--- src/rtl/imem_fetch_port.sv ---
// -----------------------------------------------------------------------------
// imem_fetch_port
// Byte-addressed, little-endian instruction memory behind a registered,
// back-pressurable fetch port (valid/ready on both request and response).
// A request accepted in cycle N produces its response in cycle N+1. A held
// response stays bit-stable until the consumer takes it or a flush drops it.
//
// Optional feature (compile-time macro IMEM_LOAD_PORT_EN):
//   defined   : ld_en/ld_addr/ld_data write one byte per cycle into memory
//   undefined : ld_* ports are present but ignored, memory is read-only
//
// Parameters
//   ADDR_W      width of fetch/load byte addresses
//   DEPTH_BYTES memory size in bytes (multiple of 4, >= 16)
//   INIT_FILE   image selector; "" selects the built-in 4-word program
//   CNT_W       width of the saturating accepted-fetch counter
//
// Ports
//   clk, reset               rising-edge clock, async active-low reset
//   req_valid/req_ready      fetch request handshake (req_ready combinational)
//   req_addr                 byte address of the requested instruction
//   flush                    drops a held response, blocks requests this cycle
//   resp_valid/resp_ready    response handshake
//   resp_inst/addr/fault     registered response payload
//   fetch_count              accepted requests since reset (saturating)
//   ld_en/ld_addr/ld_data    program-load byte write port
// -----------------------------------------------------------------------------
module imem_fetch_port #(
  parameter int    ADDR_W      = 64,
  parameter int    DEPTH_BYTES = 256,
  parameter string INIT_FILE   = "",
  parameter int    CNT_W       = 32
) (
  input  logic              clk,
  input  logic              reset,
  input  logic              req_valid,
  output logic              req_ready,
  input  logic [ADDR_W-1:0] req_addr,
  input  logic              flush,
  output logic              resp_valid,
  input  logic              resp_ready,
  output logic [31:0]       resp_inst,
  output logic [ADDR_W-1:0] resp_addr,
  output logic              resp_fault,
  output logic [CNT_W-1:0]  fetch_count,
  input  logic              ld_en,
  input  logic [ADDR_W-1:0] ld_addr,
  input  logic [7:0]        ld_data
);

  localparam int                IDX_W          = $clog2(DEPTH_BYTES);
  localparam logic [31:0]       NOP_INST       = 32'h0000_0013;
  localparam logic [ADDR_W-1:0] LAST_WORD_ADDR = ADDR_W'(DEPTH_BYTES - 4);
  localparam logic [ADDR_W-1:0] MEM_END_ADDR   = ADDR_W'(DEPTH_BYTES);
  localparam logic [CNT_W-1:0]  CNT_MAX        = {CNT_W{1'b1}};

  typedef logic [7:0] mem_t [DEPTH_BYTES];

  // Power-up image: the built-in program laid out little-endian,
  // everything else zero. Reset never touches memory.
  function automatic mem_t f_init_image();
    mem_t        m;
    logic [31:0] prog [4];
    prog[0] = 32'h0084_84B3;
    prog[1] = 32'h009A_84B3;
    prog[2] = 32'h0014_8493;
    prog[3] = 32'h0054_8493;
    for (int i = 0; i < DEPTH_BYTES; i++) begin
      m[i] = 8'h00;
    end
    if (INIT_FILE == "") begin
      for (int w = 0; w < 4; w++) begin
        for (int b = 0; b < 4; b++) begin
          m[4*w + b] = prog[w][8*b +: 8];
        end
      end
    end
    return m;
  endfunction

  mem_t r_mem = f_init_image();

  logic              r_resp_valid;
  logic [31:0]       r_resp_inst;
  logic [ADDR_W-1:0] r_resp_addr;
  logic              r_resp_fault;
  logic [CNT_W-1:0]  r_fetch_count;

  logic              w_accept;
  logic              w_fault;
  logic [IDX_W-1:0]  w_base;
  logic [31:0]       w_word;

  // A new request may enter when nothing is held or the held one leaves now.
  assign req_ready = !flush && (!r_resp_valid || resp_ready);
  assign w_accept  = req_valid && req_ready;

  // Fault decode and word assembly; faulting requests never index the array.
  always_comb begin
    w_fault = (req_addr[1:0] != 2'b00) || (req_addr > LAST_WORD_ADDR);
    w_base  = req_addr[IDX_W-1:0];
    if (w_fault) begin
      w_word = NOP_INST;
    end else begin
      w_word = {r_mem[w_base + IDX_W'(3)], r_mem[w_base + IDX_W'(2)],
                r_mem[w_base + IDX_W'(1)], r_mem[w_base]};
    end
  end

  // Response register, valid tracking and saturating accept counter.
  always_ff @(posedge clk or negedge reset) begin
    if (!reset) begin
      r_resp_valid  <= 1'b0;
      r_resp_inst   <= NOP_INST;
      r_resp_addr   <= {ADDR_W{1'b0}};
      r_resp_fault  <= 1'b0;
      r_fetch_count <= {CNT_W{1'b0}};
    end else begin
      if (w_accept) begin
        r_resp_valid <= 1'b1;
        r_resp_inst  <= w_word;
        r_resp_addr  <= req_addr;
        r_resp_fault <= w_fault;
      end else if (flush || resp_ready) begin
        r_resp_valid <= 1'b0;
      end else begin
        r_resp_valid <= r_resp_valid;
      end
      if (w_accept && (r_fetch_count != CNT_MAX)) begin
        r_fetch_count <= r_fetch_count + CNT_W'(1);
      end else begin
        r_fetch_count <= r_fetch_count;
      end
    end
  end

`ifdef IMEM_LOAD_PORT_EN
  // Program-load byte write; the read above sees the pre-write byte.
  always_ff @(posedge clk) begin
    if (ld_en && (ld_addr < MEM_END_ADDR)) begin
      r_mem[ld_addr[IDX_W-1:0]] <= ld_data;
    end
  end
`else
  logic              w_ld_unused;
  logic [ADDR_W-1:0] w_end_unused;
  assign w_ld_unused  = ^{ld_en, ld_addr, ld_data};
  assign w_end_unused = MEM_END_ADDR;
`endif

  assign resp_valid  = r_resp_valid;
  assign resp_inst   = r_resp_inst;
  assign resp_addr   = r_resp_addr;
  assign resp_fault  = r_resp_fault;
  assign fetch_count = r_fetch_count;

endmodule

--- config.mk ---
export PLATFORM = sky130hd
export DESIGN_NAME = imem_fetch_port
export DESIGN_NICKNAME = d
export VERILOG_FILES = /design/src/rtl/imem_fetch_port.sv
export SDC_FILE = /design/constraint.sdc
export NUM_CORES = 1
export LEC_CHECK = 0
export ABC_AREA = 1
export CORE_MARGIN = 2
export CORE_UTILIZATION = 45
export DETAILED_ROUTE_END_ITERATION = 8
export PLACE_DENSITY = 0.79
export SETUP_SLACK_MARGIN = 0.4
export SLEW_MARGIN = 0
export SYNTH_ARGS = -nofsm -noshare
export SYNTH_HDL_FRONTEND = slang
export SYNTH_SLANG_ARGS = --single-unit
--- constraint.sdc ---
create_clock -name clk -period 2.17 [get_ports clk]
set_clock_uncertainty 0.2 [all_clocks]
set_input_delay 0.3255 -clock clk [delete_from_list [all_inputs] [get_ports clk]]
set_output_delay 0.3255 -clock clk [all_outputs]
set_load 0.05 [all_outputs]
# Word-level counts from Yosys, hierarchy flattened
# Memory sizes are Yosys's and may differ from the RTL's.
# Index checks and enable logic that the tools add are counted.
totals:
  regBits: 130
  latch_bits: 0
  ram_bits: 0
  rom_bits: 2048
  input_bits: 142
  out_inout_bits: 131
  wordCells: 25
  memories: 1
mem_list:
  columns: ["name", "depth", "word_bits", "rd", "rd_clocked_by_memory_dff", "write_ports", "line_no", "text"]
  rows:
  - ["r_mem", 256, 8, 4, 0, 0, "81", "mem_t r_mem = f_init_image();"]
op_classes:
  n_addsub: 4
  mul: 0
  div_mod_pow: 0
  order_cmp: 1
  eq_ne: 1
  n_shift: 0
  mux: 3
  bitwise_logic: 0
  n_reduce_logical: 10
ops:
  columns: ["cell", "count"]
  rows:
  - ["$gt A64 B8 Y1 const B", 1]
  - ["$add A32 B1 Y32 const B", 1]
  - ["$mux W32", 1]
  - ["$ne A32 B32 Y1 const B", 1]
  - ["$add A8 B2 Y8 const B", 2]
  - ["$add A8 B1 Y8 const B", 1]
  - ["$reduce_bool A2 Y1", 2]
  - ["$logic_and A1 B1 Y1", 3]
  - ["$logic_or A1 B1 Y1", 3]
  - ["$logic_not A1 Y1", 2]
  - ["$mux W1", 2]

# Longest topological paths before layout
# Gate-level depths: netlist (run 1).
depth:
  depth_word: 5
  mapped_depth: 13
  mapped_depth_nobuf: 12

# Least setup slack after synthesis (run 1)
# Ideal clock, no wire load.
synth_path:
  path_kind: "flip-flop to flip-flop"
  startpoint: "register r_fetch_count[0] (netlist: fetch_count[0])"
  endpoint: "register r_fetch_count[11] (netlist: fetch_count[11])"
  setup_ns: 0.118
  arrival_time_ns: 1.955
  required_time_ns: 1.852
  slack_ns: -0.103
  stages_incl_launch_ff: 13
  path_buffers: 2
  synth_period_minus_slack_ns: 2.273
  cell_sequence: "dfrtp_1 > ha_1 > nand3_2 > inv_2 > nand2_2 > nor2_4 > nand2_2 > nand2_4 > inv_2 > buf_6 > buf_6 > nand2_1 > nand2_1"
synth_via:
  elab_chain_cells: 2
  elab_cells_between_ends: 3
  classes_between: "add/sub (1); eq/ne (1); reduce/logical (1)"
synth_lines:
  columns: ["item", "line_no", "text"]
  rows:
  - ["start: declaration", "87", "logic [CNT_W-1:0] r_fetch_count;"]
  - ["start signal: assignment", "117", "r_fetch_count <= {CNT_W{1'b0}};"]
  - ["start signal: assignment", "130", "r_fetch_count <= r_fetch_count + CNT_W'(1);"]
  - ["start signal: assignment", "132", "r_fetch_count <= r_fetch_count;"]
  - ["parallel branches: the longest is 2 deep, another holds $add A32 B1 Y32", null, null]
# Parallel ways; which one is timed is not known.
# A chain may end at the register's enable or synchronous reset.

# Worst setup path after layout (run 1)
layout_path:
  startpoint: "register r_fetch_count[2] (netlist: fetch_count[2])"
  endpoint: "register r_fetch_count[30] (netlist: fetch_count[30])"
# The elaborated chain is that of the path after synthesis.

==> impl_metrics.py, run 1 <==
metrics = {
    "setup_path": {
        "crit_path_start_kind": "flip-flop",
        "crit_family": "simple AND/OR/NAND/NOR gates",
        "crit_slowest_cell": "dfrtp_2",
        "worstPathCellList": "inv_1 > nor3_1 > nand2_1 > nor2_2 > nand2_1 > nand2_1 > nand2_1 > nand2_4 > nand2_2",
        "critical_path_class": "flip-flop to flip-flop",
        "crit_path_max_fanout": 5,
        "crit_buf_inv": 1,
        "cp_common_cell": "nand2_1",
        "cp.required_ns": 2.29,
        "slowest_delay_ns": 0.44,
        "endpoint_kind": "flip-flop",
        "crit_arrival_ns": 2.14,
    },
    "placement": {
        "dp_hpwl_um": 17200,
        "dp_cells": 1445,
        "dpl_cell_area_mm2": 0.00999,
        "portBuffers": 199,
        "preCtsSetupSlack_ns": -0.353,
        "gp_congestion": 1.02,
    },
    "routing": {
        "drtIter0Drc": 732,
        "drt_first_pass_iters": 5,
        "post_drt_wl_per_cell_um": 17.9,
        "viasPerCell": 5.34,
        "vias": 8267,
        "drc": 0,
        "ant_nets": 0,
        "finalWirelength_um": 27700,
    },
    "synthesis": {
        "ys_seq_area_frac": 0.460,
        "syn-num-nets": 1131,
        "ys.flop_type": "dfrtp_1",
        "yosysMostFrequentCell": "nand2_1",
        "syn_inst": 976,
        "ys_ff_latch": 130,
        "async_reset_ff_frac": 1.00,
        "synth_area_leaders": "dfrtp_1 45%, nand2_1 21%, nor2_1 5.4%, o21ai_0 4.6%, inv_1 4.3%",
        "yosys.area.top_type": "dfrtp_1",
        "synthTopCellsByCount": "400 x nand2_1, 127 x dfrtp_1, 101 x nor2_1",
        "synth_edf_count": 0,
        "yosysWarnings": 0,
        "synth.avg_cell_area_um2": 7.26,
        "netlist_area_mm2": 0.00709,
        "synth_cell_types": 33,
        "synth_top_area_frac": 0.449,
    },
    "grt": {
        "grt_max_degree": 64,
        "grt_overflow": 0,
        "gr-usage-all-layers": 0.290,
        "grt_pass1_wl_um": 37500,
        "grt_pass1_vias": 7482,
        "antenna_found_initial": 0,
    },
    "timing": {
        "slew_viol_final": 0,
        "slew_headroom": 0.715,
        "min_period_ns": 2.03,
        "fmax_mhz": 493,
        "hold_ws_ns": -0.0189,
        "timing.final.ws_setup_ns": 0.143,
        "tightest_slew_ns": 0.427,
        "rsz0062_at_grt": "yes",
        "setup_viol": 0,
        "hold_viol_final": 3,
        "finalCritPeriodShare": 0.934,
        "finalSetupTns_ns": 0,
    },
    "final_layout": {
        "final_util": 0.787,
        "final_cell_area_mm2": 0.0121,
        "drive_gt1_frac": 0.384,
        "nets": 1478,
        "synthToLayoutAreaGrowth_pct": 70.2,
        "fin_cells": 1547,
        "num_antenna_cells": 0,
        "fill_cells": 951,
    },
    "floorplanning": {
        "start_util": 0.463,
        "die_area_mm2": 0.0168,
        "die_h_um": 129,
        "core_mm2": 0.0153,
        "io_pins": 273,
        "std_cell_rows": 45,
        "chipWidth_um": 129,
    },
    "clock_network": {
        "cts_buffers": 17,
        "root_buffer": "clkbuf_16",
        "cts_max_path_buffers": 2,
        "cts_tree": "done",
        "cts_sinks": 130,
        "clock_latency_ns": 0.43,
        "clk_pin_slew_ns": 0.06,
        "h-tree-depth": 4,
    },
    "power": {
        "p_total_mw": 8.32,
        "leakagePower_nw": 5.88,
        "power.density_mw_per_mm2": 690,
        "max-vdd-ir-drop_mv": 0.559,
    },
    "flow_run": {
        "maxCapViolCount": 0,
    },
    "worst_hold_path": {
        "hp-class": "input port to flip-flop",
    },
    "status": {
        "status": "finished, violations left",
        "violations": "hold timing",
    },
}
metal layers:
metal / global-route usage / share of wire / up-vias
met5: 0 / 0 / -
met4: 0.129 / 0.050 / 0
met3: 0.0607 / 0.083 / 146
met2: 0.482 / 0.48 / 537
met1: 0.368 / 0.39 / 3840
li1: - / - / 3744
cell families (layout without fill, tap and decap cells):
family          after synthesis  after routing  synth area share
buf+inv                     118            478            0.0698
simple gates                621            621             0.370
flops                       130            130             0.460
fa+ha+maj                    13             13            0.0230
compound gates               78             78            0.0574
xor+xnor                     16             16            0.0198
power breakdown:
group / total, mW / leakage, nW / internal (mW) / switching (mW)
clock network: 2.79 / 0.274 / 1.67 / 1.12
registers: 2.88 / 1.64 / 2.68 / 0.206
logic: 2.65 / 3.97 / 0.898 / 1.75
total: 8.32 / 5.88 / 5.25 / 3.07
sequential cells by signal, summed over array words and instances, names as in the netlist:
signal       flops
resp_valid       1
resp_addr       64
fetch_count     32
resp_fault       1
resp_inst       32
layout by cell type (no fill, tap or decap), drive strengths merged, types with 9 or more instances in the layout:
master,n
dlymetal6s2s,20
clkdlybuf4s15,103
o21ai,68
nor3,16
clkinv,9
ha,13
clkdlybuf4s50,42
inv,88
buf,174
nand3b,11
nand3,57
dfrtp,127
nand2,407
nor2,117
clkbuf,23
nand4,10
xor2,11
worst reg2reg max path, stage by stage, from the launching register on:
cell     delay, ns
dfrtp_2       0.44
inv_1         0.13
nor3_1        0.24
nand2_1       0.15
nor2_2        0.28
nand2_1       0.13
nand2_1       0.09
nand2_1       0.11
nand2_4       0.09
nand2_2       0.05
what timing repair did:
| item | 4_1_cts | 5_1_grt |
|---|---|---|
| buffers inserted | 33 | 23 |
| gates cloned | 2 | 4 |
| gates resized for setup | 468 | 199 |
| hold endpoints to repair | 107 | 7 |
| pin swaps | 14 | 81 |
| setup endpoints to repair | 232 | 117 |
| hold buffers | 1 | 7 |
layout make-up:
type	instances	area [um^2]	share of cell area
timing repair buffer	357	3530	0.293
clock buffer	17	425	0.0353
inverter	89	353	0.0293
multi-input combinational	728	4060	0.336
tap	211	264	0.0219
sequential	130	3290	0.273
clock inverter	15	143	0.0118
path summary, 6_finish.rpt:
check	startpoint	end	slack [ns]	cells past startpoint
max	fetch_count[2]$_DFFE_PN0P_	fetch_count[30]$_DFFE_PN0P_	0.14	9
min	req_addr[45]	resp_addr[45]$_DFFE_PN0P_	-0.02	3
max reg2reg	fetch_count[2]$_DFFE_PN0P_	fetch_count[30]$_DFFE_PN0P_	0.14	9
min reg2reg	resp_addr[22]$_DFFE_PN0P_	resp_addr[22]$_DFFE_PN0P_	0.27	2
max in group asynchronous	reset	fetch_count[18]$_DFFE_PN0P_	0.94	3
min in group asynchronous	reset	resp_addr[19]$_DFFE_PN0P_	0.19	2
Note: power is estimated with default switching activity, not from simulation.
==> inputs of run 2 (changes only) <==
--- a/config.mk
+++ b/config.mk
@@ -11,7 +11,7 @@
 export DETAILED_ROUTE_END_ITERATION = 8
 export PLACE_DENSITY = 0.79
 export SETUP_SLACK_MARGIN = 0.4
-export SLEW_MARGIN = 0
+export SLEW_MARGIN = 25
 export SYNTH_ARGS = -nofsm -noshare
 export SYNTH_HDL_FRONTEND = slang
 export SYNTH_SLANG_ARGS = --single-unit
==> results of run 2 <==
Final layout, timing and power as in run 1 (identical DEF).
==> inputs of run 3 (changes only) <==
--- a/config.mk
+++ b/config.mk
@@ -7,9 +7,9 @@
 export LEC_CHECK = 0
 export ABC_AREA = 1
 export CORE_MARGIN = 2
-export CORE_UTILIZATION = 45
+export CORE_UTILIZATION = 48
 export DETAILED_ROUTE_END_ITERATION = 8
-export PLACE_DENSITY = 0.79
+export PLACE_DENSITY = 0.84
 export SETUP_SLACK_MARGIN = 0.4
 export SLEW_MARGIN = 25
 export SYNTH_ARGS = -nofsm -noshare
==> constraint.sdc (replaced) <==
create_clock -name clk -period 2.58 [get_ports clk]
set_clock_uncertainty 0.2 [all_clocks]
set_input_delay 0.387 -clock clk [delete_from_list [all_inputs] [get_ports clk]]
set_output_delay 0.387 -clock clk [all_outputs]
set_load 0.05 [all_outputs]
==> run 3 against run 2 <==
- sequential power fell by 17%
- routed wire length fell by 19%
- highest routed layer unchanged
- utilization fell by 7.8 points
- setup slack improved by 0.27 ns
- critical path type is now flip-flop to primary output
- global-route usage fell by 0.85 points
- the flow now finishes without violations
- count of clock-buffer cells in the layout rose by 1
==> impl_metrics.py, run 3 (synthesis gave the netlist of run 1 again) <==
metrics = {
    "status": {
        "status": "completed",
    },
    "final_layout": {
        "final_cell_mix": "395 x nand2_1, 125 x dfrtp_1, 93 x nor2_1, 83 x dlygate4sd2_1, 80 x inv_1",
        "fin_cells": 1402,
        "multi_input_area_mm2": 0.00341,
        "seq_area_mm2": 0.00326,
        "drive_gt1_frac": 0.112,
        "final_common_cell": "nand2_1",
        "nets": 1360,
        "final_util": 0.709,
        "num_antenna_cells": 0,
        "final_cell_area_mm2": 0.0103,
        "largest_reg_flops": 64,
        "fill_cells": 1156,
        "synthToLayoutAreaGrowth_pct": 44.9,
    },
    "timing": {
        "slew_viol_final": 0,
        "hold_viol_final": 0,
        "setup_viol": 0,
        "finalSetupTns_ns": 0,
        "rsz0062_at_grt": "no",
        "slew_headroom": 0.584,
        "finalCritPeriodShare": 0.841,
        "hold_ws_ns": 0.264,
        "fmax_mhz": 461,
        "tightest_slew_ns": 0.625,
        "min_period_ns": 2.17,
        "timing.final.ws_setup_ns": 0.410,
    },
    "worst_hold_path": {
        "hp-class": "flip-flop to flip-flop",
        "min_path_cells": 2,
        "min_from": "resp_addr[22]$_DFFE_PN0P_",
    },
    "clock_network": {
        "clk_pin_slew_ns": 0.06,
        "cts_sinks": 130,
        "h-tree-depth": 4,
        "cts_buffers": 17,
        "cts_max_path_buffers": 2,
        "clock_latency_ns": 0.42,
        "cts_tree": "done",
        "root_buffer": "clkbuf_16",
    },
    "setup_path": {
        "crit_family": "buffers and inverters",
        "critPathLaunch": "resp_inst[26]$_DFFE_PN0P_",
        "crit_path_start_kind": "flip-flop",
        "r2r_end": "fetch_count[20]$_DFFE_PN0P_",
        "r2r_start": "fetch_count[0]$_DFFE_PN0P_",
        "reg2reg_depth": 11,
        "critical_path_class": "flip-flop to primary output",
        "crit_end": "resp_inst[26]",
        "crit_buf_inv": 1,
        "endpoint_kind": "primary output",
        "crit_slowest_cell": "clkdlybuf4s50_1",
        "crit_arrival_ns": 1.58,
        "r2r_slack_ns": 0.59,
        "cp.required_ns": 1.99,
        "crit_path_max_fanout": 2,
        "worstPathCellList": "clkdlybuf4s50_1",
        "slowest_delay_ns": 0.82,
        "cp.depth": 1,
    },
    "floorplanning": {
        "die_h_um": 125,
        "io_pins": 273,
        "die_area_mm2": 0.0157,
        "std_cell_rows": 44,
        "core_mm2": 0.0145,
        "start_util": 0.489,
        "chipWidth_um": 125,
    },
    "placement": {
        "preCtsSetupSlack_ns": -0.0427,
        "portBuffers": 199,
        "dp_hpwl_um": 16400,
        "gp_congestion": 0.979,
        "dpl_cell_area_mm2": 0.00946,
        "dp_cells": 1364,
    },
    "grt": {
        "grt_pass1_vias": 7039,
        "grt_pass1_wl_um": 35300,
        "grt_overflow": 0,
        "antenna_found_initial": 0,
        "gr-usage-all-layers": 0.282,
        "grt_max_degree": 68,
    },
    "power": {
        "leakagePower_nw": 5.66,
        "power.density_mw_per_mm2": 682,
        "max-vdd-ir-drop_mv": 0.431,
        "p_total_mw": 7.01,
    },
    "routing": {
        "vias": 7242,
        "viasPerCell": 5.17,
        "drt_first_pass_iters": 6,
        "finalWirelength_um": 22400,
        "drtIter0Drc": 517,
        "drc": 0,
        "post_drt_wl_per_cell_um": 16.0,
        "ant_nets": 0,
    },
    "flow_run": {
        "maxCapViolCount": 0,
    },
}
run 3: changes by cell type in the layout (fill, tap and decap cells not counted), sizes merged, moves of 2 or more:
cell | previous run | this run
clkinvlp | 5 | 1
dlygate4sd3 | 8 | 1
bufinv | 2 | 6
dlymetal6s2s | 20 | 46
clkdlybuf4s50 | 42 | 68
clkdlybuf4s15 | 103 | 0
dlygate4sd2 | 3 | 83
clkinv | 9 | 7
clkbuf | 23 | 18
buf | 174 | 41
run 3: final cells by class:
cell class | instances | area share
clock buffer | 18 | 0.0418
sequential | 130 | 0.317
timing repair buffer | 239 | 0.230
clock inverter | 14 | 0.0228
inverter | 89 | 0.0329
multi-input combinational | 728 | 0.333
tap | 184 | 0.0224
run 3: worst min path at each step:
stage	slack, ns	end
detailed placement	0.20	resp_addr[27]$_DFFE_PN0P_
finish	0.26	resp_addr[22]$_DFFE_PN0P_
CTS	0.27	resp_addr[60]$_DFFE_PN0P_
global placement	0.20	resp_addr[27]$_DFFE_PN0P_
floorplan	-0.11	fetch_count[0]$_DFFE_PN0P_
global route	0.29	resp_addr[13]$_DFFE_PN0P_
run 3: metal layers:
layer / share of wire / wire length, um / up-vias / track usage
met5: 0 / 0 / - / 0
met4: 0.033 / 742 / 0 / 0.125
met3: 0.068 / 1530 / 62 / 0.0629
met2: 0.49 / 11000 / 281 / 0.466
met1: 0.41 / 9200 / 3396 / 0.355
li1: - / - / 3503 / -
run 3: report_power, final:
part           switching, mW  total (mW)  internal, mW
sequential             0.143        2.39          2.24
combinational           1.31        1.88         0.570
clock                  0.925        2.74          1.81
run 3: timing repair:
item / in CTS / in global routing
setup buffers: 0 / 5
hold endpoints to repair: 53 / 0
setup endpoints to repair: 93 / 99
pin swaps: 1 / 3
hold buffers: 1 / 0
resized for setup: 86 / 73
